## src/rtl/snax_dream_seq_pkg.sv

```systemverilog
// Shared types and constants for the DREAM CSR job sequencer.
package snax_dream_seq_pkg;

    typedef enum logic [2:0] {
        StIdle,
        StWrite,
        StPollReq,
        StPollRsp,
        StPollWait
    } seq_state_e;

    localparam int unsigned DefStatusAddr   = 13;
    localparam int unsigned StatusBusyBit   = 0;
    localparam int unsigned DefLaunchOffset = 2;

    function automatic int unsigned cnt_width(input int unsigned n);
        return (n > 1) ? $clog2(n) : 1;
    endfunction

endpackage

```

## src/rtl/snax_dream_csr_sequencer.sv

```systemverilog
// Replays a packed job descriptor as CSR writes (launch register last), then polls
// the accelerator status CSR until idle and reports completion with a cycle count.
module snax_dream_csr_sequencer
    import snax_dream_seq_pkg::*;
#(
    parameter int unsigned NumStrCsr  = 10,
    parameter int unsigned NumAccCsr  = DefLaunchOffset + 1,
    parameter int unsigned StatusAddr = DefStatusAddr,
    parameter int unsigned PollGap    = 4,
    parameter int unsigned MaxPolls   = 1024
) (
    input  logic                                 clk_i,
    input  logic                                 rst_i,
    input  logic [(NumStrCsr+NumAccCsr)*32-1:0]  job_data_i,
    input  logic                                 job_valid_i,
    output logic                                 job_ready_o,
    input  logic                                 abort_i,
    output logic [31:0]                          csr_req_data_o,
    output logic [31:0]                          csr_req_addr_o,
    output logic                                 csr_req_write_o,
    output logic                                 csr_req_valid_o,
    input  logic                                 csr_req_ready_i,
    input  logic [31:0]                          csr_rsp_data_i,
    input  logic                                 csr_rsp_valid_i,
    output logic                                 csr_rsp_ready_o,
    output logic                                 busy_o,
    output logic                                 done_o,
    output logic                                 timeout_o,
    output logic                                 aborted_o,
    output logic [31:0]                          cycles_o
);

    localparam int unsigned NumWords = NumStrCsr + NumAccCsr;
    localparam int unsigned IdxW     = cnt_width(NumWords);
    localparam int unsigned PollW    = cnt_width(MaxPolls);
    localparam int unsigned GapW     = cnt_width(PollGap + 1);

    localparam logic [IdxW-1:0]  LastIdx  = IdxW'(NumWords - 1);
    localparam logic [PollW-1:0] LastPoll = PollW'(MaxPolls - 1);
    localparam logic [GapW-1:0]  GapLoad  = GapW'(PollGap);

    seq_state_e         r_state, w_state_next;
    logic [31:0]        r_desc [NumWords];
    logic [IdxW-1:0]    r_idx;
    logic [PollW-1:0]   r_poll;
    logic [GapW-1:0]    r_gap;
    logic [31:0]        r_cnt, r_cycles, w_cnt_inc;
    logic               r_abort_pend, r_done, r_timeout, r_aborted;
    logic               w_abort, w_accept, w_fin, w_fin_done, w_fin_timeout, w_fin_abort;
    logic               w_unused_rsp;

    assign w_unused_rsp = ^csr_rsp_data_i;

    assign w_abort   = r_abort_pend | abort_i;
    assign w_accept  = (r_state == StIdle) && job_valid_i;
    assign w_cnt_inc = (r_cnt == 32'hFFFF_FFFF) ? r_cnt : r_cnt + 32'd1;
    assign w_fin     = w_fin_done | w_fin_timeout | w_fin_abort;

    assign job_ready_o     = (r_state == StIdle);
    assign busy_o          = (r_state != StIdle);
    assign csr_req_valid_o = (r_state == StWrite) || (r_state == StPollReq);
    assign csr_req_write_o = (r_state == StWrite);
    assign csr_rsp_ready_o = (r_state == StPollRsp);
    assign done_o          = r_done;
    assign timeout_o       = r_timeout;
    assign aborted_o       = r_aborted;
    assign cycles_o        = r_cycles;

    always_comb begin
        csr_req_addr_o = '0;
        csr_req_data_o = '0;
        if (r_state == StWrite) begin
            csr_req_addr_o = 32'(r_idx);
            csr_req_data_o = r_desc[r_idx];
        end else if (r_state == StPollReq) begin
            csr_req_addr_o = 32'(StatusAddr);
        end
    end

    // A pending abort is only honoured at a handshake boundary so no request is torn.
    always_comb begin
        w_state_next  = r_state;
        w_fin_done    = 1'b0;
        w_fin_timeout = 1'b0;
        w_fin_abort   = 1'b0;
        case (r_state)
            StIdle: begin
                if (job_valid_i) w_state_next = StWrite;
            end
            StWrite: begin
                if (csr_req_ready_i) begin
                    if (w_abort) begin
                        w_state_next = StIdle;
                        w_fin_abort  = 1'b1;
                    end else if (r_idx == LastIdx) begin
                        w_state_next = StPollReq;
                    end
                end
            end
            StPollReq: begin
                if (csr_req_ready_i) begin
                    if (w_abort) begin
                        w_state_next = StIdle;
                        w_fin_abort  = 1'b1;
                    end else begin
                        w_state_next = StPollRsp;
                    end
                end
            end
            StPollRsp: begin
                if (csr_rsp_valid_i) begin
                    if (w_abort) begin
                        w_state_next = StIdle;
                        w_fin_abort  = 1'b1;
                    end else if (!csr_rsp_data_i[StatusBusyBit]) begin
                        w_state_next = StIdle;
                        w_fin_done   = 1'b1;
                    end else if (r_poll == LastPoll) begin
                        w_state_next  = StIdle;
                        w_fin_timeout = 1'b1;
                    end else begin
                        w_state_next = StPollWait;
                    end
                end
            end
            StPollWait: begin
                if (w_abort) begin
                    w_state_next = StIdle;
                    w_fin_abort  = 1'b1;
                end else if (r_gap == GapW'(1)) begin
                    w_state_next = StPollReq;
                end
            end
            default: w_state_next = StIdle;
        endcase
    end

    always_ff @(posedge clk_i) begin
        if (rst_i) begin
            r_state      <= StIdle;
            r_idx        <= '0;
            r_poll       <= '0;
            r_gap        <= '0;
            r_cnt        <= '0;
            r_cycles     <= '0;
            r_abort_pend <= 1'b0;
            r_done       <= 1'b0;
            r_timeout    <= 1'b0;
            r_aborted    <= 1'b0;
            for (int k = 0; k < int'(NumWords); k++) r_desc[k] <= '0;
        end else begin
            r_state      <= w_state_next;
            r_done       <= w_fin_done;
            r_timeout    <= w_fin_timeout;
            r_aborted    <= w_fin_abort;
            r_abort_pend <= (r_state != StIdle) && !w_fin && w_abort;

            if (w_accept) begin
                for (int k = 0; k < int'(NumWords); k++) r_desc[k] <= job_data_i[k*32 +: 32];
                r_idx  <= '0;
                r_poll <= '0;
                r_cnt  <= '0;
            end else if (r_state != StIdle) begin
                r_cnt <= w_cnt_inc;
            end

            if (r_state == StWrite && csr_req_ready_i) r_idx <= r_idx + 1'b1;
            if (r_state == StPollRsp && w_state_next == StPollWait) r_poll <= r_poll + 1'b1;

            if (r_state == StPollRsp) begin
                r_gap <= GapLoad;
            end else if (r_state == StPollWait) begin
                r_gap <= r_gap - 1'b1;
            end

            // Count includes the finishing cycle itself.
            if (w_fin) r_cycles <= w_cnt_inc;
        end
    end

endmodule
```

## config.mk

```make
export PLATFORM = sky130hd
export DESIGN_NAME = snax_dream_csr_sequencer
export DESIGN_NICKNAME = d
export VERILOG_FILES = /design/src/rtl/snax_dream_seq_pkg.sv /design/src/rtl/snax_dream_csr_sequencer.sv
export SDC_FILE = /design/constraint.sdc
export NUM_CORES = 1
export LEC_CHECK = 0
export ABC_AREA = 1
export CAP_MARGIN = 20
export CORE_MARGIN = 4
export CORE_UTILIZATION = 55
export CTS_BUF_LIST = sky130_fd_sc_hd__clkbuf_8 sky130_fd_sc_hd__clkbuf_16
export DETAILED_ROUTE_END_ITERATION = 8
export HOLD_SLACK_MARGIN = 0.06
export PLACE_DENSITY = 0.83
export SYNTH_ARGS = -nofsm -noshare
export SYNTH_HDL_FRONTEND = slang
export SYNTH_SLANG_ARGS = --single-unit
```

## constraint.sdc

```tcl
create_clock -name clk_i -period 24.6 [get_ports clk_i]
set_input_delay 7.38 -clock clk_i [delete_from_list [all_inputs] [get_ports clk_i]]
set_output_delay 7.38 -clock clk_i [all_outputs]
set_load 0.05 [all_outputs]
```

==> results.ini, run 1 <==
[status]
status=completed

[detailed_routing]
routed_wl_mm=79.08
wl_met2_mm=37.54
via_per_inst=5.452
wl_met3_mm=8.075
drc=0
firstDrtPassIters=6
top_layer_used=met5
first_iter_violations=2602
drt-met1-wl_mm=28.31
drtAntennaViolNets=0
vias=21510
wl_per_cell_um=20.05

[placement]
gp_congestion=0.8959
place_hpwl_mm=53.77
numPortBuffers=498

[timing]
skew_ns=0.02547
finalSetupTns_ns=0
drv_slew=0
report.final.setup_viol=0
fmax_mhz=83.75
worst_slew_pin_slew_ns=1.167
relSlewSlack=0.2218
min_period_ns=11.94
holdWs_ns=0.4994
hold_violations=0
min_period_over_period=0.4854
rsz0062_at_grt=no

[synth]
yosysUniqueCellTypes=40
synth-main-ff-cell=edfxtp_1
ys_warn_count=0
syn_avg_cell_area_um2=8.555
syn_area_um2=24660
netlist_instances=2882
synth-seq-cells=508
synth_enable_flop_cells=416
async_flop_share=0
synth-seq-area-share=0.5813

[power]
power_frac_comb=0.134
powerDensity_nw_per_um2=65.53
irDropWorstVdd_uv=44.09
pwr-share-clk=0.370
netSwitchingPower_w=0.0005196
p_sw_frac=0.2523
p_int_w=0.001540
power_frac_seq=0.496
power_leakage_nw=14.01

[grt]
grt_pass1_wl_mm=116.3
gr-total-overflow=0
grt_usage=0.3131
grt_pass1_vias=21120
antenna_found_initial=24
grt_max_degree=184

[finish]
layout_commonest_cell=nor2_1
drive_gt1_frac=0.03661
nets=3753
mostFrequentLayoutCells=nor2_1, inv_1, clkdlybuf4s50_1
area_growth_pct=27.47

[clocking]
cts.repair.resized=0
cts_setup_buffers=0
insertion_delay_ns=0.61
clock_sinks=508
clockRootBuffer=clkbuf_16
clk_pin_slew_ns=0.06
cts.htree.levels=2
cts.path.max_buffers=3
cts_made_buffers=52
holdBufCountCts=0
cts_tree=built

[floorplanning]
coreArea_um2=44220
fp.dieH_um=219.7
fp-row-count=77
die_w_um=219.7
die_area_um2=48280
pin_count=558
initial_core_util=0.5576

[worst_setup_path]
end_kind=output port
r2r-start=r_state[1]
worstPathMaxFanout=42
critical_path.startpoint_type=flip-flop
crit_arrival_ns=4.56
critical_path_required_ns=17.22
critical_path_class=flip-flop to output port

[job]
maxCapViolations=0

[hold_path]
min-delay-start=r_gap[1]
worstHoldPathType=flip-flop to flip-flop

-- power by group through the flow --
stage	Sequential (W)	Clock, W	Combinational (W)
finish	0.00102	0.000761	0.000277
global route	0.00103	0.000807	0.000298
CTS	0.00102	0.000768	0.000275
detailed placement	0.00104	0	0.000272
global placement	0.00104	0	0.000267
floorplan	0.00105	0	0.000140
-- critical path, cell delays in order (launching register included) --
cell and delay, ns:
dfxtp_4 0.51, clkinv_2 0.38, buf_4 0.49, buf_4 0.53, o21ai_0 0.21, o22ai_1 0.35, nand2_1 0.10, nand2_1 0.09
nand2_1 0.15, a21oi_1 0.27, clkdlybuf4s50_1 0.84
-- cell type report --
class | count | area [um2]
Multi-Input combinational cell | 1674 | 7463
Clock buffer | 58 | 1418
Antenna cell | 21 | 52.55
Timing Repair Buffer | 519 | 5172
Fill cell | 3268 | 12790
Inverter | 538 | 2026
Sequential cell | 508 | 14340
Tap cell | 592 | 740.7
Clock inverter | 35 | 215.2
-- registers in the layout, indices dropped and copies added, names as in the netlist, named ones only --
signal / flops
done_o: 1
cycles_o: 32
r_desc: 416
r_state: 3
r_cnt: 32
r_poll: 10
r_abort_pend: 1
timeout_o: 1
r_gap: 3
aborted_o: 1
r_idx: 4
-- per-layer routing --
metal,GRT usage,up-vias
li1,-,9940
met1,0.3771,10090
met2,0.5109,1207
met3,0.07791,251
met4,0.1863,18
met5,0,-
-- cells in the mapped netlist, types with 16 or more instances --
cell | n | area (um2)
a21oi_1 | 95 | 475.5
buf_2 | 58 | 290.3
buf_4 | 30 | 225.2
clkbuf_1 | 86 | 322.8
dfxtp_1 | 92 | 1842
edfxtp_1 | 416 | 12490
inv_1 | 533 | 2001
nand2_1 | 284 | 1066
nand3_1 | 71 | 355.3
nand4_1 | 20 | 125.1
nor2_1 | 757 | 2841
o211ai_1 | 16 | 120.1
o21ai_0 | 248 | 1241
o22ai_1 | 70 | 437.9
-- path summary, 6_finish.rpt --
kind / end / slack (ns) / cells past startpoint
setup / recovery: csr_req_data_o[12] / 12.66 / 10
hold / removal: r_gap[1] / 0.50 / 2
hold reg to reg: r_gap[1] / 0.50 / 2
setup reg to reg: r_desc[9][3] / 19.34 / 9
-- kinds of logic (layout without fill, tap and decap cells) --
| family | Yosys count | after routing | share of synthesized area |
|---|---|---|---|
| XOR/XNOR | 16 | 16 | 0.005684 |
| buffers and inverters | 727 | 1150 | 0.1210 |
| adder cells (fa/ha/maj) | 6 | 6 | 0.003045 |
| flip-flops | 508 | 508 | 0.5813 |
| other | 1 | 49 | 0.0001521 |
| AND/OR/NAND/NOR | 1159 | 1159 | 0.1868 |
| AO/OA/AOI/OAI | 465 | 465 | 0.1019 |
-- stage by stage --
step                total power [W]  worst slack, ns  area [um2]    util  instances
finish                     0.002060            12.66       31430  0.7107       3945
global route               0.002131            12.51       31410  0.7102       3936
CTS                        0.002063            12.52       31350  0.7089       3923
detailed placement         0.001310            12.64       29720  0.6720       3830
global placement           0.001302            12.82       29720  0.6720       3830
floorplan                  0.001187            11.39       24760       -       2909
Power figures use the tool's default switching activity.
==> run 2: changes to the inputs <==
CORE_UTILIZATION = 51   (was 55)
PLACE_DENSITY = 0.78   (was 0.83)
clock period = 12.09 ns   (was 24.6 ns; I/O delays follow)
==> run 2 against run 1 <==
Worst setup slack worse by 8.8 ns. Design area up 0.16%. Sequential cell count unchanged. Sequential power up 100%. Combinational power up 100%. Non-clock buffer count down 3. Utilization down 5.1 points. Routed wire length down 1.8%. Largest power group unchanged.
==> results.ini, run 2 (synthesis results as in run 1) <==
[placement]
dp_slack_ns=4.436  ; was 12.64 ns
place_hpwl_mm=52.63  ; was 53.77 mm
numPortBuffers=498  ; unchanged
gp_congestion=0.9346  ; was 0.8959

[detailed_routing]
drc=0  ; unchanged
vias=21100  ; was 21510
drtAntennaViolNets=0  ; unchanged
first_iter_violations=2217  ; was 2602
firstDrtPassIters=6  ; unchanged
wl_per_cell_um=19.62  ; was 20.05 um
via_per_inst=5.329  ; was 5.452
routed_wl_mm=77.68  ; was 79.08 mm

[power]
netSwitchingPower_w=0.001047  ; was 0.0005196 W
p_sw_frac=0.2476  ; was 0.2523
pwr-share-clk=0.376  ; was 0.370
power_frac_comb=0.132  ; was 0.134
powerDensity_nw_per_um2=134.3  ; was 65.53 nW/um2
power_leakage_nw=14.02  ; was 14.01 nW
power_frac_seq=0.492  ; was 0.496
p_int_w=0.003181  ; was 0.001540 W
irDropWorstVdd_uv=98.24  ; was 44.09 uV

[timing]
relSlewSlack=0.2618  ; was 0.2218
drv_slew=0  ; unchanged
report.final.setup_viol=0  ; unchanged
min_period_ns=8.234
skew_ns=0.02287  ; was 0.02547 ns
worst_slew_pin_slew_ns=1.106  ; was 1.167 ns
fmax_mhz=121.4
min_period_over_period=0.6811
worst_slack_ns=3.856  ; was 12.66 ns
finalSetupTns_ns=0  ; unchanged
rsz0062_at_grt=no  ; unchanged
hold_violations=0  ; unchanged

[worst_setup_path]
end_kind=output port  ; unchanged
critical_path_class=flip-flop to output port  ; unchanged
critical_path_required_ns=8.46  ; was 17.22 ns
critical_path.startpoint_type=flip-flop  ; unchanged
worstPathMaxFanout=55  ; was 42
crit_arrival_ns=4.61  ; was 4.56 ns

[finish]
layout_commonest_cell=nor2_1  ; unchanged
mostFrequentLayoutCells=nor2_1, inv_1, clkdlybuf4s50_1  ; unchanged
nets=3751  ; was 3753
largest_register=r_desc  ; unchanged
area_growth_pct=27.68  ; was 27.47%
fillers=3814  ; was 3268
drive_gt1_frac=0.03660  ; was 0.03661
largest_reg_flops=416  ; unchanged

[floorplanning]
fp.dieH_um=227.9  ; was 219.7 um
die_w_um=227.9  ; was 219.7 um
die_area_um2=51930  ; was 48280 um2
initial_core_util=0.5164  ; was 0.5576
pin_count=558  ; unchanged
fp-row-count=80  ; was 77
coreArea_um2=47750  ; was 44220 um2

[clocking]
holdBufCountCts=0  ; unchanged
clock_sinks=508  ; unchanged
cts.repair.resized=0  ; unchanged
cts.htree.levels=2  ; unchanged
cts_tree=built  ; unchanged
insertion_delay_ns=0.59  ; was 0.61 ns
cts.path.max_buffers=3  ; unchanged
cts_made_buffers=53  ; was 52
clockRootBuffer=clkbuf_16  ; unchanged
cts_setup_buffers=0  ; unchanged
clk_pin_slew_ns=0.06  ; about the same

[hold_path]
worstHoldPathType=flip-flop to flip-flop  ; unchanged

[grt]
antenna_found_initial=10  ; was 24
gr-total-overflow=0  ; unchanged
grt_usage=0.2847  ; was 0.3131
grt_pass1_vias=20710  ; was 21120
grt_max_degree=175  ; was 184
grt_pass1_wl_mm=116.6  ; was 116.3 mm

[job]
maxCapViolations=0  ; unchanged

[status]
status=completed  ; unchanged

==> run 2: cell count changes in the layout (fill, tap and decap cells not counted), sizes merged <==
cell and change:
clkbuf -3, clkinv +7, bufinv +3, clkinvlp -1
buf -3, inv -2, diode -10
==> run 2: final timing paths <==
kind	from	to	slack [ns]	depth (start not counted)
min	r_poll[7]	r_poll[7]	0.51	2
max	flip-flop	csr_req_data_o[11]	3.86	7
max reg2reg	r_state[1]	r_cnt[4]	8.28	11
min reg2reg	r_poll[7]	r_poll[7]	0.51	2
==> run 2: power groups by stage <==
| stage | combinational [W] | sequential [W] | clock [W] |
|---|---|---|---|
| after floorplan | 0.000285 | 0.00213 | 0 |
| after global placement | 0.000541 | 0.00211 | 0 |
| after detailed placement | 0.000550 | 0.00211 | 0 |
| after CTS | 0.000555 | 0.00208 | 0.00162 |
| after global routing | 0.000600 | 0.00209 | 0.00169 |
| final | 0.000557 | 0.00208 | 0.00159 |
==> run 2: routing by layer <==
layer,global-route usage,up-vias,wire length [um]
met2,0.4956,1014,38420
met3,0.05027,188,6426
li1,-,9941,-
met4,0.1242,4,3523
met1,0.3497,9952,29280
met5,0,-,26
==> run 2: stage by stage <==
step | total power, W | hold slack, ns | area (um2) | utilization | instances
final | 0.004228 | 0.5054 | 31480 | 0.6593 | 3959
after global routing | 0.004379 | 0.5170 | 31470 | 0.6592 | 3956
after CTS | 0.004249 | 0.5049 | 31430 | 0.6582 | 3947
after detailed placement | 0.002664 | 0.4836 | 29740 | 0.6229 | 3850
after global placement | 0.002650 | 0.4721 | 29740 | 0.6229 | 3850
after floorplan | 0.002415 | 0.4589 | 24760 | - | 2909
==> run 2: cell type report <==
| type | instances | area, um2 | area share |
|---|---|---|---|
| antenna | 11 | 27.53 | 0.0008744 |
| clock buffer | 55 | 1376 | 0.04372 |
| inverter | 538 | 2028 | 0.06443 |
| timing repair buffer | 516 | 5162 | 0.1640 |
| clock inverter | 42 | 310.3 | 0.009857 |
| multi-input combinational | 1674 | 7463 | 0.2371 |
| sequential | 508 | 14340 | 0.4556 |
| tap | 615 | 769.5 | 0.02444 |
==> run 2: critical path, stage by stage (launching register included) <==
cell and delay, ns:
dfxtp_4 0.73, clkinv_2 0.83, buf_4 0.61, o21ai_0 0.17
o22ai_1 0.09, o21ai_0 0.58, a21oi_1 0.15, clkdlybuf4s50_1 0.78
